--- config.mk ---
export PLATFORM = sky130hd
export DESIGN_NAME = multicycle_timing_gen
export DESIGN_NICKNAME = d
export VERILOG_FILES = /design/src/rtl/multicycle_timing_gen.sv
export SDC_FILE = /design/constraint.sdc
export NUM_CORES = 1
export LEC_CHECK = 0
export ABC_AREA = 1
export CORE_AREA = 2 2 39 41
export CTS_CLUSTER_SIZE = 20
export DETAILED_ROUTE_END_ITERATION = 6
export DIE_AREA = 0 0 41 43
export GPL_ROUTABILITY_DRIVEN = 0
export GPL_TIMING_DRIVEN = 0
export PLACE_DENSITY = 0.63
export SYNTH_ARGS = -nofsm -noshare
export SYNTH_HDL_FRONTEND = slang
export SYNTH_SLANG_ARGS = --single-unit
--- constraint.sdc ---
create_clock -name clk -period 1.5 [get_ports clk]
set_input_delay 0.225 -clock clk [delete_from_list [all_inputs] [get_ports clk]]
set_output_delay 0.225 -clock clk [all_outputs]
set_load 0.05 [all_outputs]
--- src/rtl/multicycle_timing_gen.sv ---
// multicycle_timing_gen: stage sequencer for the multicycle RISC core.
// Walks Cnt through 0..MAX_STAGES-1 while in RUN. It retires an instruction
// on last_stage, treats running off the final legal stage as an overrun, and
// drives a one-hot stage bus for the datapath enables.
// Optional feature macro: TIMING_PERF_EN adds the cyc_count/ret_count
// performance counters.
module multicycle_timing_gen #(
    parameter int CNT_W        = 3,
    parameter int MAX_STAGES   = 5,
    parameter int OVERRUN_STOP = 0
) (
    input  logic                  clk,
    input  logic                  rst,
    input  logic                  run,
    input  logic                  stall,
    input  logic                  flush,
    input  logic                  last_stage,
    input  logic                  clr_fault,
    output logic [CNT_W-1:0]      Cnt,
    output logic [MAX_STAGES-1:0] stage_onehot,
    output logic                  instr_done,
    output logic                  overrun,
    output logic [1:0]            state
`ifdef TIMING_PERF_EN
    ,
    output logic [31:0]           cyc_count,
    output logic [31:0]           ret_count
`endif
);

    typedef enum logic [1:0] {
        ST_IDLE  = 2'b00,
        ST_RUN   = 2'b01,
        ST_FAULT = 2'b10
    } state_e;

    // Index of the final legal stage; Cnt never goes past it.
    localparam logic [CNT_W-1:0] LAST_IDX = CNT_W'(MAX_STAGES - 1);

    state_e           state_q, state_d;
    logic [CNT_W-1:0] cnt_q, cnt_d;
    logic             instr_done_q, instr_done_d;
    logic             overrun_q, overrun_d;

    // State register: asynchronous reset, all core state updates on the rising edge.
    always_ff @(posedge clk or posedge rst) begin
        if (rst) begin
            state_q      <= ST_IDLE;
            cnt_q        <= '0;
            instr_done_q <= 1'b0;
            overrun_q    <= 1'b0;
        end else begin
            // NOTE: non-blocking assignments so every flop samples the pre-edge values.
            state_q      <= state_d;
            cnt_q        <= cnt_d;
            instr_done_q <= instr_done_d;
            overrun_q    <= overrun_d;
        end
    end

    // Next-state logic: RUN rules are evaluated in priority flush > stall > last_stage > overrun > advance.
    always_comb begin
        // NOTE: defaults first so every path assigns every signal and no latch is inferred.
        state_d      = state_q;
        cnt_d        = cnt_q;
        instr_done_d = 1'b0;
        overrun_d    = overrun_q;

        case (state_q)
            ST_IDLE: begin
                cnt_d = '0;
                if (clr_fault) overrun_d = 1'b0;
                if (run) state_d = ST_RUN;
            end

            ST_RUN: begin
                if (flush) begin
                    // Abort without retiring; this is an instruction boundary.
                    cnt_d = '0;
                    if (clr_fault) overrun_d = 1'b0;
                    if (!run) state_d = ST_IDLE;
                end else if (stall) begin
                    // Freeze stage, state and overrun; retirement waits.
                    cnt_d = cnt_q;
                end else if (last_stage) begin
                    cnt_d        = '0;
                    instr_done_d = 1'b1;
                    if (clr_fault) overrun_d = 1'b0;
                    if (!run) state_d = ST_IDLE;
                end else if (cnt_q == LAST_IDX) begin
                    // Ran off the final stage without the decoder ending the
                    // instruction: retire it anyway and flag the error. The
                    // set takes precedence over a simultaneous clr_fault.
                    cnt_d        = '0;
                    instr_done_d = 1'b1;
                    overrun_d    = 1'b1;
                    if (OVERRUN_STOP != 0) begin
                        state_d = ST_FAULT;
                    end else if (!run) begin
                        state_d = ST_IDLE;
                    end
                end else begin
                    cnt_d = cnt_q + CNT_W'(1);
                    if (clr_fault) overrun_d = 1'b0;
                end
            end

            ST_FAULT: begin
                cnt_d = '0;
                if (clr_fault) begin
                    state_d   = ST_IDLE;
                    overrun_d = 1'b0;
                end
            end

            default: begin
                state_d = ST_IDLE;
                cnt_d   = '0;
            end
        endcase
    end

    // Output decode: one-hot stage bus, active only while running.
    always_comb begin
        stage_onehot = '0;
        if (state_q == ST_RUN) begin
            for (int i = 0; i < MAX_STAGES; i++) begin
                if (cnt_q == CNT_W'(i)) stage_onehot[i] = 1'b1;
            end
        end
    end

    assign Cnt        = cnt_q;
    assign state      = state_q;
    assign instr_done = instr_done_q;
    assign overrun    = overrun_q;

`ifdef TIMING_PERF_EN
    logic [31:0] cyc_count_q, cyc_count_d;
    logic [31:0] ret_count_q, ret_count_d;

    // Performance counter next values: RUN cycles (stalls included) and retirements, wrapping mod 2^32.
    always_comb begin
        cyc_count_d = cyc_count_q + ((state_q == ST_RUN) ? 32'd1 : 32'd0);
        ret_count_d = ret_count_q + (instr_done_d ? 32'd1 : 32'd0);
    end

    // Performance counter registers, cleared only by reset.
    always_ff @(posedge clk or posedge rst) begin
        if (rst) begin
            cyc_count_q <= '0;
            ret_count_q <= '0;
        end else begin
            cyc_count_q <= cyc_count_d;
            ret_count_q <= ret_count_d;
        end
    end

    assign cyc_count = cyc_count_q;
    assign ret_count = ret_count_q;
`endif

endmodule

==> impl_metrics.csv, run 1 <==
group,metric,value,unit
worst_setup_path,crit_end,"stage_onehot[3]",
outcome,outcome,"finished with violations",
place,post-place-ws,-0.493,ns
sta,maxSlewViolCount,0,
pwr,power_density,664,nW/um^2
clocking,clock_path_buffers,2,
sta,period_minus_slack,1.57,ns
cells_and_area,final_area,726,um^2
cells_and_area,fin_util,52.4,%
routing,vias,403,
routing,wl_per_cell,9.65,um
min_path,min_path_type,"in -> async",
synthesis,yosysSeqAreaShare,36.9,%
grt,grt_max_degree,9,
worst_setup_path,arrival,1.34,ns
place,port-buffer-count,17,
die,core_area,1380,um^2
cells_and_area,fill_cells,137,
clocking,clkLatencyLatePin,0.25,ns
sta,hold_viol_final,0,
routing,viasPerCell,4.29,
sta,rsz0062_at_grt,"yes",
routing,dr.pass1.iters,3,
sta,max_freq,638,MHz
die,dieWidth,41,um
sta,setup_viol,2,
synthesis,synth_cell_types,14,
outcome,violations,"negative setup slack",
routing,drc,0,
pwr,power.leakage,0.000377,uW
synthesis,syn_nets,67,
place,placed_area,628,um^2
worst_setup_path,r2r_setup_slack,0.28,ns
die,initial_core_util,29.4,%
worst_setup_path,slowest_delay,0.44,ns
worst_setup_path,cp-startpoint,"Cnt[0]",
worst_setup_path,rr_worst_depth,6,
clocking,htreeDepth,1,
clocking,root_buffer,"clkbuf_4",
synthesis,synth.avg_cell_area,7.39,um^2
routing,wl,907,um
sta,holdWs,0.190,ns
die,top_level_ports,19,
sta,fin_crit_sh,105,%
synthesis,synth_area_leaders,"dfrtp_1 (37%), ha_1 (15%), nand2_1 (13%), inv_1 (11%), nand3_1 (6.2%)",
cells_and_area,drive_gt1_share,35.9,%
grt,grt.total_usage,12.8,%
grt,grt_overflow_total,0,
routing,first_iter_violations,6,
synthesis,netlist_area,407,um^2
job,cap_violations,0,
clocking,cts.sinks,6,
pwr,ir_worst_vdd,0.316,mV
clocking,cts_tree,"built",
worst_setup_path,cp_slowest_cell,"dfrtp_2",
synthesis,synth_cells,55,
cells_and_area,antenna_cells,0,
grt,grt_pass1_wl,1470,um
routing,ant_nets,0,
clocking,cts_buffers,3,
synthesis,ys_seq_elements,6,
die,die-area,1760,um^2
die,rows,14,
sta,clock_skew,0.00465,ns
worst_setup_path,cp_max_fo,5,
synthesis,synthDominantCellAreaShare,36.9,%
worst_setup_path,crit_path_end_kind,"output port",
sta,post-route-worst-setup-slack,-0.0676,ns
worst_setup_path,cp.required,1.27,ns
worst_setup_path,rr_endpoint,"Cnt[2]",
cells_and_area,area_delta_synth_final,78.5,%
worst_setup_path,reg2reg_from,"Cnt[0]",
synthesis,yosys_warnings,0,
clocking,path_clk_slew,0.05,ns
worst_setup_path,crit_path_start_kind,"flop",
grt,grt_pass1_vias,379,
worst_setup_path,crit_type,"reg -> out",
synthesis,synth_top_area_cell,"dfrtp_1",
grt,antenna_found_initial,0,
clocking,holdBufCountCts,0,
cells_and_area,nets,91,
worst_setup_path,crit_chain,"buf_6 -> ha_4 -> ha_4 -> nand2_2 -> inv_2 -> buf_6",
die,die_h,43,um
place,place_hpwl,648,um
## area by class of cell
class,count,area [um^2],share of cell area (%)
Buffer,1,7.51,1.03
Clock buffer,4,26.3,3.62
Inverter,12,45.0,6.21
Multi-Input combinational cell,36,274,37.8
Sequential cell,6,154,21.2
Tap cell,16,20.0,2.76
Timing Repair Buffer,19,199,27.4
## report_power, final
part / internal [uW] / leakage (uW) / total (uW) / switching (uW)
Sequential: 168 / 0.0000759 / 177 / 9.09
Clock: 101 / 0.0000150 / 165 / 63.7
Combinational: 55.0 / 0.000286 / 140 / 84.8
Total: 324 / 0.000377 / 482 / 158
## cells in the final DEF (no fill, tap or decap), drive strengths merged
master,count
clkdlybuf4s50,6
nand3b,1
nor3,1
dfrtp,6
conb,1
nand2,14
dlygate4sd2,6
nand3,6
ha,5
o21ai,1
clkbuf,4
a21oi,1
inv,12
buf,8
nor2,6
## what timing repair did
item                                    in CTS  in global routing
pin swaps                                    0                  0
gates resized for setup                     46                  9
cloned                                       0                  0
endpoints found under the setup margin      11                  5
endpoints found under the hold margin        0                  0
buffers inserted                             2                  0
## per-stage QoR
stage | setup TNS (ns) | instances | power [uW]
floorplan | 0 | 55 | 261
global placement | -1.79 | 88 | 305
detailed placement | -1.81 | 88 | 306
CTS | -0.210 | 94 | 483
global route | -0.417 | 94 | 516
finish | -0.122 | 94 | 482
## critical path: cells and delay by family (launching register included)
kind	cells	cell delay (ns)
and+or+nand+nor	1	0.05
adders and majority gates	2	0.30
buffers and inverters	3	0.30
DFF	1	0.44
## logic make-up (layout without fill, tap and decap cells)
family,after synthesis,after routing,synth area share (%)
AOI/OAI and AO/OA,2,2,2.46
adders and majority gates,5,5,15.4
buffers and inverters,13,36,12.9
DFF,6,6,36.9
other,1,1,0.922
and+or+nand+nor,28,28,31.4
## worst min-delay path by stage
| stage | from | end | slack [ns] | depth (start not counted) |
|---|---|---|---|---|
| floorplan | rst | Cnt[2] | 0.02 | 1 |
| global placement | rst | instr_done | 0.46 | 2 |
| detailed placement | rst | instr_done | 0.47 | 2 |
| CTS | rst | overrun | 0.20 | 2 |
| global route | rst | overrun | 0.22 | 2 |
| finish | rst | overrun | 0.19 | 2 |
## registers in the layout (all words and copies together) (netlist names)
name	count
Cnt	3
instr_done	1
overrun	1
state	1
## Yosys cell counts (all sizes together)
master,n
nand2,14
inv,12
dfrtp,6
nand3,6
nor2,6
ha,5
a21oi,1
buf,1
conb,1
nand3b,1
nor3,1
o21ai,1
## metal layers
metal | wire length (um) | GRT usage [%] | part of all wire (%)
met2 | 451 | 19.7 | 50
met3 | 54 | 3.14 | 6.0
met5 | 0 | 0 | 0
met4 | 27 | 8.00 | 3.0
met1 | 372 | 15.1 | 41
Note: power is estimated with default switching activity, not from simulation.
==> run 2: changes to the inputs <==
--- a/config.mk
+++ b/config.mk
@@ -13,6 +13,7 @@
 export GPL_ROUTABILITY_DRIVEN = 0
 export GPL_TIMING_DRIVEN = 0
 export PLACE_DENSITY = 0.63
+export SKIP_CTS_REPAIR_TIMING = 1
 export SYNTH_ARGS = -nofsm -noshare
 export SYNTH_HDL_FRONTEND = slang
 export SYNTH_SLANG_ARGS = --single-unit
==> run 2 against run 1 <==
Against the previous run:
- the run still ends with negative setup slack left
- routed wire length fell by 6.7%
- highest routed layer unchanged
- setup slack improved by 0.052 ns
- largest power group unchanged
- clock power barely moved
- sequential power barely moved
- critical path type unchanged
- first-iteration DRC count fell by 33%
- combinational power barely moved
- global-route usage fell by 1.6 points
- sequential cell count did not move
- critical endpoint unchanged
- largest cell class unchanged
- non-clock buffer count fell by 2
- maximum frequency rose by 3.5%
==> impl_metrics.csv, run 2 (synthesis gave the netlist of run 1 again) <==
group,metric,value,unit
routing,wl_per_cell,9.20,um
cells_and_area,largest_reg_flops,3,
clocking,clkLatencyLatePin,0.25,ns
min_path,min_path_type,"in -> async",
routing,ant_nets,0,
worst_setup_path,cp.required,1.27,ns
cells_and_area,antenna_cells,0,
worst_setup_path,rr_endpoint,"Cnt[2]",
routing,drc,0,
place,place_hpwl,648,um
die,core_area,1380,um^2
pwr,ir_worst_vdd,0.322,mV
worst_setup_path,cp-startpoint,"Cnt[0]",
routing,wl,846,um
die,die_h,43,um
die,initial_core_util,29.4,%
cells_and_area,area_delta_synth_final,74.8,%
die,die-area,1760,um^2
worst_setup_path,crit_chain,"ha_2 -> ha_1 -> nand2_1 -> inv_1 -> buf_6",
worst_setup_path,crit_path_start_kind,"flop",
worst_setup_path,slowest_delay,0.44,ns
outcome,outcome,"finished with violations",
routing,viasPerCell,4.28,
sta,fin_crit_sh,101,%
die,top_level_ports,19,
sta,clock_skew,0.00664,ns
sta,hold_viol_final,0,
sta,rsz0062_at_grt,"yes",
worst_setup_path,cp_max_fo,5,
clocking,clock_path_buffers,2,
cells_and_area,layout_commonest_cell,"nand2_1",
grt,grt_overflow_total,0,
sta,worstMarginPinSlew,0.503,ns
grt,grt.total_usage,11.2,%
sta,setup_viol,2,
sta,period_minus_slack,1.52,ns
worst_setup_path,cp_num_cells,5,
clocking,cts_tree,"built",
cells_and_area,drive_gt1_share,31.6,%
cells_and_area,final_area,711,um^2
clocking,root_buffer,"clkbuf_4",
sta,post-route-worst-setup-slack,-0.0152,ns
clocking,path_clk_slew,0.05,ns
sta,slew_headroom,66.4,%
cells_and_area,nets,89,
worst_setup_path,cp_slowest_cell,"dfrtp_2",
worst_setup_path,reg2reg_from,"Cnt[0]",
outcome,violations,"negative setup slack",
cells_and_area,instances_no_fill,92,
place,placed_area,628,um^2
clocking,htreeDepth,1,
pwr,power_density,676,nW/um^2
place,port-buffer-count,17,
worst_setup_path,rr_worst_depth,5,
grt,grt_pass1_vias,344,
sta,max_freq,660,MHz
routing,vias,394,
job,cap_violations,0,
cells_and_area,final_cell_mix,"nand2_1 (13), inv_1 (9), clkdlybuf4s50_1 (6), dlymetal6s2s_1 (6), nand3_1 (5)",
worst_setup_path,crit_end,"stage_onehot[3]",
clocking,cts.sinks,6,
worst_setup_path,r2r_setup_slack,0.34,ns
worst_setup_path,arrival,1.29,ns
sta,maxSlewViolCount,0,
place,dp_cells,88,
clocking,cts_buffers,3,
die,dieWidth,41,um
worst_setup_path,critPathTopFamily,"flip-flops",
grt,grt_pass1_wl,1310,um
pwr,power.leakage,0.000440,uW
worst_setup_path,cp_num_buf_inv,2,
die,rows,14,
grt,antenna_found_initial,0,
routing,dr.pass1.iters,4,
worst_setup_path,crit_path_end_kind,"output port",
grt,grt_max_degree,9,
routing,first_iter_violations,4,
worst_setup_path,crit_type,"reg -> out",
[run 2: cell types whose count changed in the layout (fill, tap and decap cells not counted), moves of 2 or more]
cell / change
dlygate4sd2_1: -6
dlymetal6s2s_1: +6
buf_6: -2
ha_4: -2
[run 2: layer usage]
layer / up-vias / GRT usage, % / wire length [um]
met4: 0 / 8.00 / 27
li1: 204 / - / -
met2: 16 / 14.4 / 390
met5: - / 0 / 0
met3: 3 / 3.14 / 58
met1: 171 / 15.5 / 369
[run 2: through the flow]
stage	power (uW)	TNS, ns	setup slack (ns)	hold slack (ns)	util, %
final	480	-0.0245	-0.0152	0.187	51.4
after CTS	475	-4.26	-0.780	0.197	47.3
after global routing	512	-0.216	-0.0810	0.218	51.4
after detailed placement	306	-1.81	-0.493	0.465	45.4
after global placement	305	-1.79	-0.498	0.462	45.4
after floorplan	261	0	0.00430	0.0158	-
[run 2: worst register-to-register path: cells and delay by family, from the launching register on]
family                     cells  cell delay [ns]
adders and majority gates      2             0.45
DFF                            1             0.44
and+or+nand+nor                2             0.11
buffers and inverters          1             0.03
[run 2: power by group]
group / internal (uW) / leakage (uW) / total (uW) / switching [uW]
Combinational: 54.0 / 0.000350 / 137 / 82.9
Clock: 101 / 0.0000150 / 166 / 65.1
Sequential: 168 / 0.0000759 / 177 / 8.78
Total: 323 / 0.000440 / 480 / 157
[run 2: area by class of cell]
| type | instances | area [um^2] |
|---|---|---|
| sequential | 6 | 154 |
| multi-input combinational | 36 | 249 |
| fill | 144 | 673 |
| tap | 16 | 20.0 |
| timing repair buffer | 17 | 206 |
| buffer | 1 | 7.51 |
| clock buffer | 4 | 26.3 |
| inverter | 12 | 47.5 |
[run 2: worst min-delay path by stage]
stage | cells after the start | start | slack, ns | end
floorplan | 1 | rst | 0.02 | Cnt[2]
global placement | 2 | rst | 0.46 | instr_done
detailed placement | 2 | rst | 0.47 | instr_done
CTS | 2 | rst | 0.20 | overrun
global route | 2 | rst | 0.22 | overrun
finish | 2 | rst | 0.19 | overrun
